==> config.mk <==
export PLATFORM = sky130hd
export DESIGN_NAME = baby_vga_timing_gen
export DESIGN_NICKNAME = d
export VERILOG_FILES = /design/src/rtl/baby_vga_timing_gen.sv
export SDC_FILE = /design/constraint.sdc
export NUM_CORES = 1
export LEC_CHECK = 0
export BUFFER_PORTS_ARGS = -buffer_cell sky130_fd_sc_hd__buf_2
export CAP_MARGIN = 40
export CORE_ASPECT_RATIO = 0.75
export CORE_MARGIN = 4
export CORE_UTILIZATION = 54
export CTS_CLUSTER_DIAMETER = 30
export DETAILED_ROUTE_END_ITERATION = 10
export PLACE_DENSITY = 0.75
export SYNTH_ARGS = -nofsm -noshare
export SYNTH_HDL_FRONTEND = slang
export SYNTH_SLANG_ARGS = --single-unit
==> constraint.sdc <==
create_clock -name clk -period 1.8 [get_ports clk]
set_input_delay 0.45 -clock clk [delete_from_list [all_inputs] [get_ports clk]]
set_output_delay 0.45 -clock clk [all_outputs]
set_load 0.01 [all_outputs]
==> src/rtl/baby_vga_timing_gen.sv <==
// Raster timing generator for the baby VGA peripheral.
// Produces sync, blanking and 32x16 cell coordinates, a free-running framebuffer
// read-phase counter and a sticky vertical-blank interrupt. Every output is a
// register, so each one shows the raster position of the previous clock.
module baby_vga_timing_gen #(
   parameter int unsigned H_ACTIVE = 1024,
   parameter int unsigned H_FP     = 24,
   parameter int unsigned H_SYNC   = 136,
   parameter int unsigned H_BP     = 160,
   parameter int unsigned V_ACTIVE = 768,
   parameter int unsigned V_FP     = 3,
   parameter int unsigned V_SYNC   = 6,
   parameter int unsigned V_BP     = 29,
   parameter int unsigned CELL_W   = 32,
   parameter int unsigned CELL_H   = 48,
   parameter bit          SYNC_POL = 1'b0
) (
   input  logic       clk,
   input  logic       rst,
   input  logic       cli,
   output logic [4:0] x_pos,
   output logic [3:0] y_pos,
   output logic       hsync,
   output logic       vsync,
   output logic       blank,
   output logic [2:0] counter,
   output logic       interrupt
);

   localparam int unsigned H_TOT = H_ACTIVE + H_FP + H_SYNC + H_BP;
   localparam int unsigned V_TOT = V_ACTIVE + V_FP + V_SYNC + V_BP;
   localparam int unsigned HW    = $clog2(H_TOT);
   localparam int unsigned VW    = $clog2(V_TOT);
   localparam int unsigned CW    = (CELL_W > 1) ? $clog2(CELL_W) : 1;
   localparam int unsigned RW    = (CELL_H > 1) ? $clog2(CELL_H) : 1;

   localparam logic [HW-1:0] H_LAST     = HW'(H_TOT - 1);
   localparam logic [HW-1:0] H_ACT      = HW'(H_ACTIVE);
   localparam logic [HW-1:0] H_SYNC_ON  = HW'(H_ACTIVE + H_FP);
   localparam logic [HW-1:0] H_SYNC_OFF = HW'(H_ACTIVE + H_FP + H_SYNC);
   localparam logic [VW-1:0] V_LAST     = VW'(V_TOT - 1);
   localparam logic [VW-1:0] V_ACT      = VW'(V_ACTIVE);
   localparam logic [VW-1:0] V_SYNC_ON  = VW'(V_ACTIVE + V_FP);
   localparam logic [VW-1:0] V_SYNC_OFF = VW'(V_ACTIVE + V_FP + V_SYNC);
   localparam logic [CW-1:0] C_LAST     = CW'(CELL_W - 1);
   localparam logic [RW-1:0] R_LAST     = RW'(CELL_H - 1);

   logic [HW-1:0] h_cnt_q, h_cnt_d;
   logic [VW-1:0] v_cnt_q, v_cnt_d;
   logic [CW-1:0] col_sub_q, col_sub_d;
   logic [4:0]    col_q, col_d;
   logic [RW-1:0] row_sub_q, row_sub_d;
   logic [3:0]    row_q, row_d;
   logic          int_q, int_d;
   logic [2:0]    counter_q;
   logic [4:0]    x_pos_q, x_pos_d;
   logic [3:0]    y_pos_q, y_pos_d;
   logic          hsync_q, hsync_d;
   logic          vsync_q, vsync_d;
   logic          blank_q, blank_d;
   logic          h_last, h_vis, v_vis;

   assign h_last = (h_cnt_q >= H_LAST);
   assign h_vis  = (h_cnt_q < H_ACT);
   assign v_vis  = (v_cnt_q < V_ACT);

   // Raster and cell counter next state; out-of-range values fall back to 0.
   always_comb begin
      h_cnt_d   = h_last ? '0 : h_cnt_q + 1'b1;
      v_cnt_d   = v_cnt_q;
      col_sub_d = col_sub_q;
      col_d     = col_q;
      row_sub_d = row_sub_q;
      row_d     = row_q;

      if (v_cnt_q > V_LAST) begin
         v_cnt_d = '0;
      end else if (h_last) begin
         v_cnt_d = (v_cnt_q == V_LAST) ? '0 : v_cnt_q + 1'b1;
      end

      // Column wraps 31->0 at the end of the active span; blanking holds it at 0.
      if (!h_vis) begin
         col_sub_d = '0;
         col_d     = '0;
      end else if (col_sub_q >= C_LAST) begin
         col_sub_d = '0;
         col_d     = col_q + 5'd1;
      end else begin
         col_sub_d = col_sub_q + 1'b1;
      end

      // Rows advance on the last clock of a visible line; vblank parks row 0.
      if (!v_vis) begin
         row_sub_d = '0;
         row_d     = '0;
      end else if (row_sub_q > R_LAST) begin
         row_sub_d = '0;
      end else if (h_last) begin
         if (row_sub_q == R_LAST) begin
            row_sub_d = '0;
            row_d     = row_q + 4'd1;
         end else begin
            row_sub_d = row_sub_q + 1'b1;
         end
      end
   end

   // Output and interrupt next state; a set on the same clock as cli wins.
   always_comb begin
      blank_d = !(h_vis && v_vis);
      hsync_d = (h_cnt_q >= H_SYNC_ON && h_cnt_q < H_SYNC_OFF) ? SYNC_POL : !SYNC_POL;
      vsync_d = (v_cnt_q >= V_SYNC_ON && v_cnt_q < V_SYNC_OFF) ? SYNC_POL : !SYNC_POL;
      x_pos_d = h_vis ? col_q : '0;
      y_pos_d = v_vis ? row_q : '0;
      int_d   = int_q;
      if (h_cnt_q == '0 && v_cnt_q == V_ACT) begin
         int_d = 1'b1;
      end else if (cli) begin
         int_d = 1'b0;
      end
   end

   // State registers with asynchronous active-high reset.
   always_ff @(posedge clk or posedge rst) begin
      if (rst) begin
         h_cnt_q   <= '0;
         v_cnt_q   <= '0;
         col_sub_q <= '0;
         col_q     <= '0;
         row_sub_q <= '0;
         row_q     <= '0;
         int_q     <= 1'b0;
         counter_q <= 3'd0;
         x_pos_q   <= '0;
         y_pos_q   <= '0;
         hsync_q   <= !SYNC_POL;
         vsync_q   <= !SYNC_POL;
         blank_q   <= 1'b1;
      end else begin
         h_cnt_q   <= h_cnt_d;
         v_cnt_q   <= v_cnt_d;
         col_sub_q <= col_sub_d;
         col_q     <= col_d;
         row_sub_q <= row_sub_d;
         row_q     <= row_d;
         int_q     <= int_d;
         counter_q <= counter_q + 3'd1;
         x_pos_q   <= x_pos_d;
         y_pos_q   <= y_pos_d;
         hsync_q   <= hsync_d;
         vsync_q   <= vsync_d;
         blank_q   <= blank_d;
      end
   end

   assign x_pos     = x_pos_q;
   assign y_pos     = y_pos_q;
   assign hsync     = hsync_q;
   assign vsync     = vsync_q;
   assign blank     = blank_q;
   assign counter   = counter_q;
   assign interrupt = int_q;

endmodule

# Word level (Yosys, flattened, before mapping)
# Index checks and enable logic that the tools add are counted.
# op_classes
div_mod_pow	0
n_mul	0
magnitude_cmp	10
n_eq_ne	8
n_mux	22
n_shift	0
bitwise_logic	0
n_addsub	7
reduce_logical	9
# op_table
op	n
two-way mux 10 bit	3
two-way mux 5 bit	5
two-way mux 6 bit	4
greater-or-equal comparator 11 bit (second input constant)	2
less-than comparator 11 bit (second input constant)	2
== test 10 bit (second input constant)	2
less-than comparator 10 bit (second input constant)	2
two-way mux 4 bit	5
adder 11 x 1 -> 11 bit (second input constant)	1
zero test 11 bit	1
two-way mux 11 bit	1
adder 10 x 1 -> 10 bit (second input constant)	1
adder 5 x 1 -> 5 bit (second input constant)	2
greater-or-equal comparator 10 bit (second input constant)	1
greater-than comparator 10 bit (second input constant)	1
adder 6 x 1 -> 6 bit (second input constant)	1
== test 6 bit (second input constant)	1
greater-than comparator 6 bit (second input constant)	1
greater-or-equal comparator 5 bit (second input constant)	1
adder 4 x 1 -> 4 bit (second input constant)	1
logical AND 1 bit	4
two-way mux 1 bit	4
inequality test 2 x 1 -> 1 bit (second input constant)	2
inequality test 2 bit (second input constant)	2
5 further kinds	6
# totals
mem_count	0
latchBits	0
out_inout_bits	16
reg_bits	57
mem_bits_ro	0
word_cells	69
input_bits	3
ramBits	0

# Logic depth before layout (Yosys ltp)
# Gate-level depths: netlist (run 1).
# depth
word_depth	5
depth_mapped	8

# Worst setup path before layout (run 1)
# OpenSTA, ideal clock, no wires.
# synth_path
path_type	register -> register
startpoint	register v_cnt_q[0]
endpoint	register v_cnt_q[5]
setup_time_ns	0.124
path_slack_ns	0.028
synth_period_minus_slack_ns	1.772
arrival_time_ns	1.648
path_stages_with_launch	8
cell_sequence	dfrtp_1 > inv_1 > ha_1 > a2111oi_4 > nor2_2 > buf_6 > and3_1 > a211o_1
# synth_via
elab_chain_cells	4
# synth_lines
element	line_no	rtl
from (decl)	49	logic [VW-1:0] v_cnt_q, v_cnt_d;
from (signal assigned)	142	v_cnt_q <= v_cnt_d;
adder 10 x 1 -> 10 bit or == test 10 bit (tied branches)	79	v_cnt_d = (v_cnt_q == V_LAST) ? '0 : v_cnt_q + 1'b1;
two-way mux 10 bit	79	
two-way mux 10 bit	78	end else if (h_last) begin
two-way mux 10 bit	76	if (v_cnt_q > V_LAST) begin
# Several ways; a longest one is shown, not always the timed one. The select of a mux whose other input is x is not followed.
# A chain may end at the register's enable or synchronous reset.

# Worst setup path after layout (run 1)
# layout_path
startpoint	register v_cnt_q[6]
endpoint	register v_cnt_q[2]
# layout_via
elab_chain_cells	4
# layout_lines
element
branches (longest 4 deep; another with greater-than comparator 10 bit)
# Parallel ways; which one is timed is not known. The select of a mux whose other input is x is not followed.

==> results.yml, run 1 <==
die:
  row_count: 22
  dieHeight_um: 70.9
  dieArea_um2: 6510
  coreArea_um2: 5010
  dieWidth_um: 91.9
  start_util: 0.569
  pin_count: 19
synth:
  synth_top_cell_area_share: 0.474
  syn-num-nets: 288
  synth_seq_cells: 57
  synth_top_area_cell: "dfrtp_1"
  synth_edf_count: 0
  synthesis.area_um2: 2850
  ys_warn_count: 0
  synthCells: 274
  ys_seq_area_frac: 0.502
  ys.flop_type: "dfrtp_1"
  synthTopCellsByArea: "dfrtp_1 47%, ha_1 4.8%, nand3_1 3.9%"
  yosys.cell_types.count: 57
  avgSynthCellArea_um2: 10.4
  synthArstFlopShare: 1.00
critical_path:
  rrSetupSlack_ns: 0.07
  worst_path_largest_cell_delay_ns: 0.41
  r2r_start: "v_cnt_q[6]"
  startpoint_type: "register"
  crit_type: "reg -> reg"
  path_cells: "nand4bb_4 > or3_4 > o22ai_4 > buf_4 > a2bb2oi_1 > o22ai_1"
  crit_required_ns: 2.06
  critPathCaptureType: "register"
  crit_fanout: 7
  critPathArrivalTime_ns: 1.99
  reg2reg_to: "v_cnt_q[2]"
  reg2reg_depth: 6
  cp_slowest_cell: "or3_4"
routing:
  wl_per_cell_um: 13.5
  route.detailed.drc: 0
  wl_um: 5440
  vias_per_cell: 5.25
  detail-route-antenna-nets: 0
  vias: 2116
  drt_pass1_iterations: 4
  drt_iter0_drc: 117
power_and_ir_drop:
  power_leakage_uw: 0.00164
  ir_worst_vdd_mv: 0.688
  p_per_area_nw_per_um2: 692
cells_and_area:
  fillers: 394
  finalNetCount: 340
  syn_to_final_growth_pct: 20.9
  drive_gt1_frac: 0.278
  seq_area_um2: 1430
  insertedDiodeCount: 0
  fin_util: 0.687
  final_cells: 403
  layout_common_cells: "54 x dfrtp_1, 34 x buf_4, 28 x nor2_1"
  multi_input_area_um2: 1330
  mostFrequentLayoutCell: "dfrtp_1"
min_path:
  hp-class: "in -> async"
clocking:
  cts_hold_buf: 0
  clockRootBuffer: "clkbuf_8"
  tritoncts: "yes"
  postCtsSetupBuffers: 0
  h-tree-depth: 3
  cts_sinks: 57
  clk_latency_ns: 0.34
  cts_buffers: 9
  cts_max_path_buffers: 2
  cts_resized: 1
  clk_pin_slew_worst_paths_ns: 0.07
sta:
  rsz0062_at_grt: "no"
  finalHoldViolations: 0
  finalCritPeriodShare: 0.958
  fin_crit_ns: 1.73
  fmax_mhz: 580
  max_slew_margin: 0.713
  fin_tns_setup_ns: 0
  setup_violations: 0
  worst_pin_slew_ns: 0.425
  maxSlewViolCount: 0
  fin_skew_ns: 0.00661
grt:
  grt_antenna_before_repair: 0
  grt_first_pass_wirelength_um: 9520
  grt_max_degree: 58
  grt_pass1_vias: 2087
  gr-total-overflow: 0
  track_usage: 0.186
placed_design:
  hpwlAfterDp_um: 3980
  dp.cells: 387
  globalplace.congestion: 0.825
  port_buffers: 18
run:
  cap_viol_max_count: 0
status:
  status: "finished clean"
cell type report:
class / count / area share
clock buffers: 10 / 0.0400
repair buffers: 53 / 0.106
inverters: 12 / 0.0142
clock inverters: 6 / 0.0124
well taps: 72 / 0.0262
multi-input cells: 193 / 0.386
flip-flops and latches: 57 / 0.415
metrics by stage:
stage                     hold WS (ns)  total power [uW]  setup slack (ns)  cell area, um^2
after floorplan                  0.431              1320            0.0282             2850
after global placement           0.432              1340            0.0566             3240
after detailed placement         0.440              1340           -0.0108             3240
after CTS                        0.174              2420            0.0471             3420
after global routing             0.183              2480           0.00156             3440
final                            0.164              2380            0.0749             3440
sequential cells by signal, indices dropped and copies added, names as in the netlist, 3 cells and up:
| name | flops |
|---|---|
| h_cnt_q | 11 |
| v_cnt_q | 10 |
| row_sub_q | 6 |
| col_q | 5 |
| col_sub_q | 5 |
| x_pos | 5 |
| row_q | 4 |
| y_pos | 4 |
| counter | 3 |
where the power goes:
part           total, uW      switching (uW)  internal (uW)  leakage [uW]
registers           1280  0.0000000000000433           1280      0.000748
logic               31.6                25.0           6.59      0.000804
clock network       1070                 533            537     0.0000887
total               2380                 558           1820       0.00164
cell usage after synthesis (2+ instances only):
master,instances
dfrtp_1,54
or2_2,3
ha_1,11
nor4_1,4
nand4_1,6
dfstp_2,3
xor2_1,12
and2_1,7
and3_1,6
clkbuf_1,5
nor2b_1,8
a211o_1,3
a21oi_1,7
o22ai_1,2
xnor2_1,7
nand2_1,19
nor3_1,8
nand3_1,22
or3_1,3
inv_1,12
o21ai_0,5
nand3b_1,2
buf_2,3
nor2_1,28
buf_6,2
worst max-delay path: cells and delay by family (launching register included):
kind / cells / cell delay (ns)
simple gates: 2 / 0.69
flops: 1 / 0.38
compound gates: 3 / 0.38
buf+inv: 1 / 0.18
how the worst max path moves through the flow:
stage                           from          to  slack, ns  cells after the start
after floorplan           v_cnt_q[0]  v_cnt_q[5]       0.03                      7
after global placement    v_cnt_q[0]  v_cnt_q[4]       0.06                      6
after detailed placement  v_cnt_q[1]  v_cnt_q[4]      -0.01                      6
after CTS                 v_cnt_q[1]  v_cnt_q[4]       0.05                      6
after global routing      h_cnt_q[9]  v_cnt_q[5]      0.002                      6
final                     v_cnt_q[6]  v_cnt_q[2]       0.07                      6
metal layers:
layer	global-route usage	wire, um	vias up
li1	-	-	1058
met1	0.246	2670	1018
met2	0.281	2480	33
met3	0.0744	221	7
met4	0.0626	65	0
met5	0	0	-
cells by family (layout without fill, tap and decap cells):
kind of cell,after synthesis,count (layout),synth area share
and+or+nand+nor,130,130,0.256
DFF,57,57,0.502
AOI/OAI and AO/OA,32,32,0.0918
buffers and inverters,24,81,0.0395
xor gates and xnor gates,19,19,0.0584
adders and majority gates,11,11,0.0483
muxes,1,1,0.00351
Note: power is estimated with default switching activity, not from simulation.
==> run 2: changes to the inputs <==
--- a/config.mk
+++ b/config.mk
@@ -9,10 +9,11 @@
 export CAP_MARGIN = 40
 export CORE_ASPECT_RATIO = 0.75
 export CORE_MARGIN = 4
-export CORE_UTILIZATION = 54
+export CORE_UTILIZATION = 60
 export CTS_CLUSTER_DIAMETER = 30
 export DETAILED_ROUTE_END_ITERATION = 10
-export PLACE_DENSITY = 0.75
+export PLACE_DENSITY = 0.79
+export SLEW_MARGIN = 25
 export SYNTH_ARGS = -nofsm -noshare
 export SYNTH_HDL_FRONTEND = slang
 export SYNTH_SLANG_ARGS = --single-unit
==> constraint.sdc (replaced) <==
create_clock -name clk -period 2.1 [get_ports clk]
set_input_delay 0.525 -clock clk [delete_from_list [all_inputs] [get_ports clk]]
set_output_delay 0.525 -clock clk [all_outputs]
set_load 0.01 [all_outputs]
==> run 2 against run 1 <==
  * Die area is 9.0% lower
  * Sequential power is 14% lower
  * Non-clock buffer count is 27 lower
  * Utilization is 3.0 points higher
  * Clock power is 8% higher
  * Clock-buffer cell count is 1 lower
  * Register-to-register slack better by 0.08 ns
  * First-iteration DRC count is 49% higher
  * Via count is 3.9% lower
  * Total power is 3.9% lower
  * Global-route usage is 2.3 points higher
  * Critical path type unchanged
==> results.yml, run 2 (synthesis results as in run 1) <==
clocking:
  cts_sinks: 57
  h-tree-depth: 3
  clk_pin_slew_worst_paths_ns: 0.07
  cts_max_path_buffers: 2
  cts_buffers: 9
  clockRootBuffer: "clkbuf_8"
  tritoncts: "yes"
  postCtsSetupBuffers: 0
  clk_latency_ns: 0.34
  cts_hold_buf: 0
routing:
  route.detailed.drc: 0
  vias_per_cell: 5.63
  wl_per_cell_um: 14.8
  detail-route-antenna-nets: 0
  wl_um: 5360
  drt_pass1_iterations: 4
  drt_iter0_drc: 174
  vias: 2033
critical_path:
  rrSetupSlack_ns: 0.15
  startpoint: "h_cnt_q[0]"
  crit_required_ns: 2.38
  critPathArrivalTime_ns: 2.23
  critPathCaptureType: "register"
  crit_type: "reg -> reg"
  startpoint_type: "register"
  reg2reg_to: "v_cnt_q[4]"
  crit_fanout: 15
  r2r_start: "h_cnt_q[0]"
  reg2reg_depth: 6
power_and_ir_drop:
  ir_worst_vdd_mv: 0.518
  p_per_area_nw_per_um2: 706
  power_leakage_uw: 0.00149
sta:
  fin_crit_ns: 1.95
  finalCritPeriodShare: 0.928
  finalHoldViolations: 0
  worst_pin_slew_ns: 0.480
  fmax_mhz: 513
  maxSlewViolCount: 0
  fin_skew_ns: 0.00885
  fin_tns_setup_ns: 0
  setup_violations: 0
  rsz0062_at_grt: "no"
  max_slew_margin: 0.680
status:
  status: "finished clean"
cells_and_area:
  largest_reg_flops: 11
  stdcell_area_um2: 3240
  layout_common_cells: "54 x dfrtp_1, 28 x nor2_1, 22 x nand3_1"
  final_cells: 361
  drive_gt1_frac: 0.214
  mostFrequentLayoutCell: "dfrtp_1"
  fillers: 326
  biggestRegsByFlops: "h_cnt_q (11), v_cnt_q (10), row_sub_q (6)"
  insertedDiodeCount: 0
  finalNetCount: 313
  syn_to_final_growth_pct: 13.8
  top_register: "h_cnt_q"
min_path:
  hp-class: "in -> async"
grt:
  grt_max_degree: 22
  grt_pass1_vias: 1952
  grt_first_pass_wirelength_um: 9370
  track_usage: 0.209
  gr-total-overflow: 0
  grt_antenna_before_repair: 0
die:
  coreArea_um2: 4520
  start_util: 0.630
  dieHeight_um: 67.7
  pin_count: 19
  row_count: 21
  dieWidth_um: 87.6
  dieArea_um2: 5930
placed_design:
  globalplace.congestion: 0.859
  place_area_um2: 3020
  port_buffers: 18
  dp.cells: 345
  hpwlAfterDp_um: 3700
run:
  cap_viol_max_count: 0
## run 2: where the power goes
group	total [uW]	leakage, uW	internal, uW	switching (uW)
combinational	30.0	0.000634	7.60	22.4
clock	1160	0.000106	677	484
sequential	1100	0.000748	1100	0.0000000000000613
## run 2: final cells by class
| type | instances | area [um^2] | area share |
|---|---|---|---|
| clock buffer | 9 | 124 | 0.0382 |
| inverter | 12 | 45.0 | 0.0139 |
| sequential | 57 | 1430 | 0.441 |
| tap | 57 | 71.3 | 0.0220 |
| timing repair buffer | 26 | 163 | 0.0502 |
| multi-input combinational | 193 | 1310 | 0.403 |
| clock inverter | 7 | 101 | 0.0313 |
## run 2: layer usage
layer	vias up	GRT usage	routed length (um)
met2	52	0.305	2320
met1	972	0.291	2690
li1	1002	-	-
met5	-	0	0
met4	0	0.0594	52
met3	7	0.0780	295
## run 2: worst max-delay path by stage
stage	end	slack (ns)	cells after the start
2_1_floorplan	col_q[0]	0.18	1
3_3_place_gp	v_cnt_q[4]	0.22	6
3_5_place_dp	v_cnt_q[2]	0.15	6
4_1_cts	v_cnt_q[2]	0.13	6
5_1_grt	v_cnt_q[4]	0.03	6
6_report	v_cnt_q[4]	0.15	6
## run 2: worst max-delay path, cell delays in order (launching register included)
cell and delay (ns):
dfrtp_1 0.44, ha_1 0.26, a21oi_1 0.10, o21ai_4 0.23
nand2_2 0.24, or4_1 0.56, nand3_1 0.08
## run 2: per-stage QoR
step	hold WS [ns]	util	worst slack (ns)	power [uW]
after floorplan	0.431	-	0.180	1130
after global placement	0.433	0.667	0.224	1150
after detailed placement	0.443	0.667	0.151	1150
after CTS	0.178	0.717	0.135	2320
after global routing	0.204	0.717	0.0265	2380
final	0.182	0.717	0.151	2290
## run 2: what timing repair did
| item | CTS | global route |
|---|---|---|
| setup endpoints to repair | 0 | 2 |
| endpoints found under the hold margin | 0 | 0 |
| gates resized for setup | 0 | 1 |
